<file path="src/rtl/sw_word_loader_if.sv">
// Operator-side bus of the switch word loader: switch/button inputs and the
// committed register-file write plus the progress LEDs.
interface sw_word_loader_if;
  logic [7:0]  SW;
  logic        Load_BTN;
  logic [4:0]  W_Addr;
  logic [31:0] W_Data;
  logic        Write_Reg;
  logic [7:0]  LED;

  // Board / bench side: drives switches and button, watches the write port.
  modport master (
    output SW, Load_BTN,
    input  W_Addr, W_Data, Write_Reg, LED
  );

  // Loader side.
  modport slave (
    input  SW, Load_BTN,
    output W_Addr, W_Data, Write_Reg, LED
  );
endinterface

</file>
<file path="src/rtl/sw_word_loader.sv">
// Hand-entry of one register-file write: address byte, then four data bytes
// (little-endian) taken from the slide switches on each debounced button
// press, followed by a single-cycle write strobe.
module sw_word_loader #(
  parameter int DEBOUNCE_CYCLES = 1_000_000
) (
  input  logic              clk_100MHz,
  input  logic              rst,
  sw_word_loader_if.slave   bus
);

  localparam int CW = $clog2(DEBOUNCE_CYCLES + 1);

  typedef enum logic [2:0] {
    S_ADDR  = 3'd0,
    S_B0    = 3'd1,
    S_B1    = 3'd2,
    S_B2    = 3'd3,
    S_B3    = 3'd4,
    S_WRITE = 3'd5
  } state_t;

  typedef struct packed {
    logic [4:0]  addr;
    logic [31:0] data;
  } word_t;

  logic [1:0]    sync_q;
  logic          btn_s;
  logic          btn_db;
  logic          btn_db_q;
  logic [CW-1:0] db_cnt;
  logic          press;

  state_t        state_q, state_d;
  word_t         pend_q;
  word_t         wr_q;
  logic          write_q;
  logic [7:0]    led_q;

  logic          ld_addr;
  logic [3:0]    ld_byte;
  logic          commit;

  assign btn_s = sync_q[1];

  // Two-flop synchronizer for the asynchronous button.
  always_ff @(posedge clk_100MHz) begin
    if (rst) sync_q <= 2'b00;
    else     sync_q <= {sync_q[0], bus.Load_BTN};
  end

  // Debouncer: level only follows btn_s after it has disagreed for
  // DEBOUNCE_CYCLES consecutive cycles; any agreement restarts the count.
  always_ff @(posedge clk_100MHz) begin
    if (rst) begin
      btn_db <= 1'b0;
      db_cnt <= '0;
    end else if (btn_s == btn_db) begin
      db_cnt <= '0;
    end else if (db_cnt == CW'(DEBOUNCE_CYCLES - 1)) begin
      btn_db <= btn_s;
      db_cnt <= '0;
    end else begin
      db_cnt <= db_cnt + 1'b1;
    end
  end

  // Previous debounced level, for rising-edge detection.
  always_ff @(posedge clk_100MHz) begin
    if (rst) btn_db_q <= 1'b0;
    else     btn_db_q <= btn_db;
  end

  assign press = btn_db & ~btn_db_q;

  // FSM state register.
  always_ff @(posedge clk_100MHz) begin
    if (rst) state_q <= S_ADDR;
    else     state_q <= state_d;
  end

  // Next state and per-phase load enables; illegal codes fall back to S_ADDR.
  always_comb begin
    state_d = state_q;
    ld_addr = 1'b0;
    ld_byte = 4'b0000;
    commit  = 1'b0;
    case (state_q)
      S_ADDR:  if (press) begin ld_addr = 1'b1;    state_d = S_B0;    end
      S_B0:    if (press) begin ld_byte[0] = 1'b1; state_d = S_B1;    end
      S_B1:    if (press) begin ld_byte[1] = 1'b1; state_d = S_B2;    end
      S_B2:    if (press) begin ld_byte[2] = 1'b1; state_d = S_B3;    end
      S_B3:    if (press) begin
                 ld_byte[3] = 1'b1;
                 commit     = 1'b1;
                 state_d    = S_WRITE;
               end
      S_WRITE: state_d = S_ADDR;
      default: state_d = S_ADDR;
    endcase
  end

  // Pending address/word being assembled from the switches.
  always_ff @(posedge clk_100MHz) begin
    if (rst) begin
      pend_q <= '0;
    end else begin
      if (ld_addr)    pend_q.addr         <= bus.SW[4:0];
      if (ld_byte[0]) pend_q.data[7:0]    <= bus.SW;
      if (ld_byte[1]) pend_q.data[15:8]   <= bus.SW;
      if (ld_byte[2]) pend_q.data[23:16]  <= bus.SW;
      if (ld_byte[3]) pend_q.data[31:24]  <= bus.SW;
    end
  end

  // Committed word and strobe: loaded on the edge that enters S_WRITE so the
  // new values and Write_Reg are visible together for that one cycle. The
  // top byte is taken straight from the switches since it arrives with the
  // same press.
  always_ff @(posedge clk_100MHz) begin
    if (rst) begin
      wr_q    <= '0;
      write_q <= 1'b0;
    end else begin
      write_q <= commit;
      if (commit) begin
        wr_q.addr <= pend_q.addr;
        wr_q.data <= {bus.SW, pend_q.data[23:0]};
      end
    end
  end

  // Progress display, one cycle behind state and address.
  always_ff @(posedge clk_100MHz) begin
    if (rst) led_q <= 8'h00;
    else     led_q <= {state_q, wr_q.addr};
  end

  assign bus.W_Addr    = wr_q.addr;
  assign bus.W_Data    = wr_q.data;
  assign bus.Write_Reg = write_q;
  assign bus.LED       = led_q;

endmodule

</file>
<file path="src/flat_wrapper.sv">
// flat-port wrapper written by rule: the top's interface ports become plain ports
module sw_word_loader_flat 
#(
  parameter int DEBOUNCE_CYCLES = 1_000_000
)
  (clk_100MHz, rst, bus_SW, bus_Load_BTN, bus_W_Addr, bus_W_Data, bus_Write_Reg, bus_LED);
  sw_word_loader_if bus_i ();
  input  logic clk_100MHz;
  input  logic rst;
  input wire logic [$bits(bus_i.SW)-1:0] bus_SW;
  input wire logic [$bits(bus_i.Load_BTN)-1:0] bus_Load_BTN;
  output wire logic [$bits(bus_i.W_Addr)-1:0] bus_W_Addr;
  output wire logic [$bits(bus_i.W_Data)-1:0] bus_W_Data;
  output wire logic [$bits(bus_i.Write_Reg)-1:0] bus_Write_Reg;
  output wire logic [$bits(bus_i.LED)-1:0] bus_LED;
  assign bus_i.SW = bus_SW;
  assign bus_i.Load_BTN = bus_Load_BTN;
  assign bus_W_Addr = bus_i.W_Addr;
  assign bus_W_Data = bus_i.W_Data;
  assign bus_Write_Reg = bus_i.Write_Reg;
  assign bus_LED = bus_i.LED;
  sw_word_loader #(.DEBOUNCE_CYCLES(DEBOUNCE_CYCLES)) u_core (.clk_100MHz(clk_100MHz), .rst(rst), .bus(bus_i));
endmodule
</file>
<file path="config.mk">
export PLATFORM = sky130hd
export DESIGN_NAME = sw_word_loader_flat
export DESIGN_NICKNAME = d
export VERILOG_FILES = /design/src/rtl/sw_word_loader_if.sv /design/src/rtl/sw_word_loader.sv /design/src/flat_wrapper.sv
export SDC_FILE = /design/constraint.sdc
export NUM_CORES = 1
export LEC_CHECK = 0
export ABC_AREA = 1
export CORE_ASPECT_RATIO = 1.1
export CORE_MARGIN = 5
export CORE_UTILIZATION = 53
export DETAILED_ROUTE_END_ITERATION = 8
export PLACE_DENSITY_LB_ADDON = 0.08
export SYNTH_ARGS = -nofsm -noshare
export SYNTH_HDL_FRONTEND = slang
export SYNTH_SLANG_ARGS = --single-unit
</file>
<file path="constraint.sdc">
create_clock -name clk_100MHz -period 1.73 [get_ports clk_100MHz]
set_input_delay 0.519 -clock clk_100MHz [delete_from_list [all_inputs] [get_ports clk_100MHz]]
set_output_delay 0.519 -clock clk_100MHz [all_outputs]
set_load 0.01 [all_outputs]
</file>
Yosys cells after proc, flatten, opt, wreduce, memory -nomap -nowiden
Cells that the tools add are included.
{ "classes": {"eq_ne": 11, "n_reduce_logical": 4, "mux": 12, "bitwise_logic": 3, "addsub": 1} }
{ "ops": {"columns": ["op", "n"], "rows": [
  ["$add 20x1->20 const B", 1],
  ["$eq 20x20->1 const B", 1],
  ["$mux 3", 5],
  ["$pmux 3 s5", 1],
  ["$ne 2x1->1 const B", 5],
  ["$eq 3x2->1 const B", 2],
  ["$mux 1", 6],
  ["$reduce_and 5->1", 1],
  ["$eq 3x1->1 const B", 1],
  ["$eq 3x3->1 const B", 1],
  ["$logic_not 3->1", 1],
  ["$reduce_or 3->1", 1],
  ["$not 1->1", 2],
  ["$reduce_and 2->1", 1],
  ["$and 1x1->1", 1],
  ["$eq 1x1->1", 1]
]} }
{ "totals": {"input_bits": 11, "out_inout_bits": 46, "ff_bits": 102, "word_cells": 44} }

Longest topological paths before layout
{ "logic_depth": {"word_depth": 4, "ltp_mapped": 11, "depth_no_buf": 10} }

Worst setup path after synthesis
Ideal clock, no wire load.
{ "synth_path": {"path_kind": "register to register", "start": "register u_core.db_cnt[0]", "end": "register u_core.db_cnt[16]", "setup_ns": 0.109, "setup_slack_ns": 0.322, "period_less_slack_ns": 1.408, "path_buffers": 1, "arrival_ns": 1.299, "t_required_ns": 1.621, "stages_incl_launch_ff": 10, "cell_sequence": "dfxtp_1 -> ha_1 -> nand3_2 -> nor3_4 -> nand2_1 -> nand2_2 -> buf_6 -> inv_2 -> nand2_1 -> inv_1"} }
{ "synth_between": {"elab_chain_len": 2, "word_cells_on_any_way": 3, "cone_classes": "add/sub (1); eq/ne (1); reduce/logical (1)"} }
{ "synth_rtl": {"columns": ["element", "line", "rtl"], "rows": [
  ["start, declared", "sw_word_loader.sv:32", "logic [CW-1:0] db_cnt;"],
  ["start signal, assigned", "sw_word_loader.sv:65", "db_cnt <= db_cnt + 1'b1;"],
  ["branches (longest 2 deep; another with $add 20x1->20)", null, null]
]} }
Several ways; the timed one is not identified.
A chain may end at the register's enable or synchronous reset.

Worst setup path in the final report
{ "layout_path": {"start": "register u_core.db_cnt[1]", "end": "register u_core.db_cnt[16]"} }
Same word-level chain as after synthesis.

==> results.yml <==
power_and_ir_drop:
  power_density_mw_per_mm2: 838
  p_leak_nw: 1.91
  pwr-share-seq_pct: 60.9
  p_sw_mw: 0.923
  power.internal_mw: 2.93
  switching_share_pct: 23.9
  comb_power_share_pct: 2.9
  peakVddDrop_mv: 0.537
  clockPowerShare_pct: 36.2
  power_mw: 3.86
drt:
  drtIter0Drc: 102
  ant_nets: 0
  dr.pass1.iters: 4
  vias_per_cell: 4.99
  via_count: 3199
  wl_met3_um: 439
  wl_met2_um: 3430
  topRoutingLayerUsed: "met4"
  detail_route.wl_per_cell_um: 12.4
  drc: 0
  drt-met1-wl_um: 3960
  routed_wl_um: 7930
global_route:
  grt_pass1_wl_um: 13400
  grt_pass1_vias: 2892
  grt_antenna_before_repair: 0
  grt-ovfl-total: 0
  gr-usage-all-layers_pct: 17.9
  grt_max_degree: 64
sta:
  hold_viol: 0
  max_slew_margin_pct: 68.7
  skew_ns: 0.0128
  worstMarginPinSlew_ns: 0.469
  fin_ws_ns: 0.182
  grt_setup_unrepaired: "no"
  maxSlewViolCount: 0
  fin_crit_ns: 1.55
  max_freq_mhz: 646
  fin_crit_sh_pct: 89.5
  final-setup-viol-count: 0
run:
  maxCapViolCount: 0
layout:
  final_area_mm2: 0.00460
  area_growth_pct: 20.3
  nets: 563
  fill_cells: 626
  n_antenna_cell: 0
  drive_above_1_share_pct: 7.73
logic_synthesis:
  synthSimpleGateAreaFrac_pct: 27.1
  synthAdderAreaFrac_pct: 0.327
  synth.area.mux_share_pct: 0
  yosysTopAreaCellShare_pct: 53.4
  netlist_area_mm2: 0.00382
  synth_cells: 493
  synth.yosys.seq_area_share_pct: 53.4
  synth_cell_types: 29
  synthTopCellsByArea: "dfxtp_1 53%, nor2_1 17%, o21ai_0 8.4%"
  synth-seq-cells: 102
  synth-xor-area-share_pct: 1.83
  synth_edf_count: 0
  synth_top_family_by_area: "simple AND/OR/NAND/NOR gates"
  ys_async_sr_fraction_pct: 0
  yosys_warnings: 0
  yosysTopAreaCell: "dfxtp_1"
  synth_area_per_cell_um2: 7.76
  synth-main-ff-cell: "dfxtp_1"
  synth_compound_area_share_pct: 11.4
  synth_nets: 505
hold_path:
  hold_path_depth: 2
  holdCritPathClass: "flip-flop to flip-flop"
placed_design:
  place_congestion: 0.822
  dp_worst_setup_slack_ns: -0.0823
  io_buffers: 56
  hpwl_um: 5560
  dpl_cell_area_mm2: 0.00448
clock_network:
  cts_tree: "yes"
  cts_max_level: 3
  cts.sinks: 102
  clkSlewWorstSetupHoldPaths_ns: 0.10
  clockRootBuffer: "clkbuf_8"
  clock_path_buffers: 2
  insertion_delay_ns: 0.37
  cts-buffers-inserted: 9
critical_path:
  path_max_fanout: 20
  critPathLaunchType: "flip-flop"
  worstPathRequired_ns: 2.01
  regToRegSetupSlack_ns: 0.18
  crit_path_end: "u_core.db_cnt[16]$_SDFF_PP0_"
  r2r_cells: 9
  crit_path_end_kind: "flip-flop"
  crit_start: "u_core.db_cnt[1]$_SDFF_PP0_"
  reg2reg_to: "u_core.db_cnt[16]$_SDFF_PP0_"
  critPathKind: "flip-flop to flip-flop"
  r2r_start: "u_core.db_cnt[1]$_SDFF_PP0_"
  arrival_ns: 1.83
die:
  num_rows: 32
  dieHeight_um: 99.1
  design.core.area_mm2: 0.00701
  die-area_mm2: 0.00902
  initial_core_util_pct: 54.6
  die_w_um: 91
  ioPinCount: 57
status:
  status: "finished clean"
-- sequential cells by signal, summed over array words and instances, names as in the netlist --
name                  flops
u_core.bus.W_Data        32
u_core.pend_q            29
u_core.db_cnt            20
u_core.bus.LED            8
u_core.bus.W_Addr         5
u_core.state_q            3
u_core.sync_q             2
u_core.btn_db             1
u_core.btn_db_q           1
u_core.bus.Write_Reg      1
-- worst max-delay path, cell delays in order (launching register included) --
cell and delay (ns):
dfxtp_1 0.38, ha_1 0.23, nand3_2 0.17, nor3_4 0.25, nand2_1 0.09, nand2_2 0.08, buf_12 0.15, inv_2 0.03
nand2_1 0.04, inv_1 0.03
-- cells by family (layout without fill, tap and decap cells) --
kind of cell               after synthesis  after routing
and+or+nand+nor                        250            250
adders and majority gates                1              1
xor gates and xnor gates                 8              8
DFF                                    102            102
AOI/OAI and AO/OA                       82             82
buffers and inverters                   50            113
-- layer usage --
metal / global-route usage [%] / up-vias
met5: 0 / -
met2: 27.4 / 71
met4: 5.08 / 0
met1: 24.9 / 1439
met3: 4.99 / 9
li1: - / 1680
-- how the worst min path moves through the flow --
stage                                           start                     endpoint  slack, ns
after floorplan           u_core.sync_q[0]$_SDFF_PP0_  u_core.sync_q[1]$_SDFF_PP0_       0.39
after global placement    u_core.sync_q[0]$_SDFF_PP0_  u_core.sync_q[1]$_SDFF_PP0_       0.39
after detailed placement  u_core.sync_q[0]$_SDFF_PP0_  u_core.sync_q[1]$_SDFF_PP0_       0.40
after CTS                 u_core.sync_q[0]$_SDFF_PP0_  u_core.sync_q[1]$_SDFF_PP0_       0.43
after global routing      u_core.sync_q[0]$_SDFF_PP0_  u_core.sync_q[1]$_SDFF_PP0_       0.46
final                     u_core.sync_q[0]$_SDFF_PP0_  u_core.sync_q[1]$_SDFF_PP0_       0.42
-- layout by cell type, fill, tap and decap left out, drive strengths merged, types with 7 or more instances in the layout --
| cell type | instances |
|---|---|
| clkbuf | 9 |
| inv | 38 |
| a21oi | 10 |
| dlygate4sd2 | 46 |
| clkdlybuf4s50 | 10 |
| nand3 | 15 |
| nor2 | 178 |
| nand2 | 50 |
| o21ai | 64 |
| buf | 7 |
| dfxtp | 102 |
-- what timing repair did --
| item | CTS | global route |
|---|---|---|
| hold buffers | 0 | 0 |
| setup buffers | 0 | 0 |
| setup endpoints to repair | 46 | 0 |
| resized for setup | 46 | 0 |
-- cell type report --
class	instances	area, µm²	share of cell area, %
sequential	102	2040	44.4
multi-input combinational	341	1560	33.8
timing repair buffer	63	593	12.9
inverter	34	128	2.77
clock buffer	9	124	2.69
tap	85	106	2.31
clock inverter	7	53.8	1.17
-- synthesized netlist by cell type (all sizes together) (2+ instances only) --
cell type,count
xor2,5
dfxtp,102
inv,34
nor3,2
o21ai,64
clkbuf,6
xnor2,3
or2,4
nor2,178
nand3,15
buf,10
a21oi,10
o22a,5
nand2,50
-- power groups by stage --
stage                     Clock (mW)  Sequential (mW)  Combinational (mW)
after global placement             0             2.40               0.110
after global routing            1.53             2.35               0.125
after detailed placement           0             2.40               0.112
final                           1.40             2.35               0.112
after floorplan                    0             2.40              0.0565
after CTS                       1.41             2.35               0.112
-- per-stage QoR --
stage | utilization (%) | hold WS [ns] | TNS, ns | instances
after floorplan | - | 0.388 | 0 | 493
after global placement | 64.0 | 0.393 | -1.17 | 625
after CTS | 65.7 | 0.425 | 0 | 641
after detailed placement | 64.0 | 0.395 | -3.31 | 625
after global routing | 65.7 | 0.455 | 0 | 641
final | 65.7 | 0.418 | 0 | 641
(Power assumes the default switching activity.)
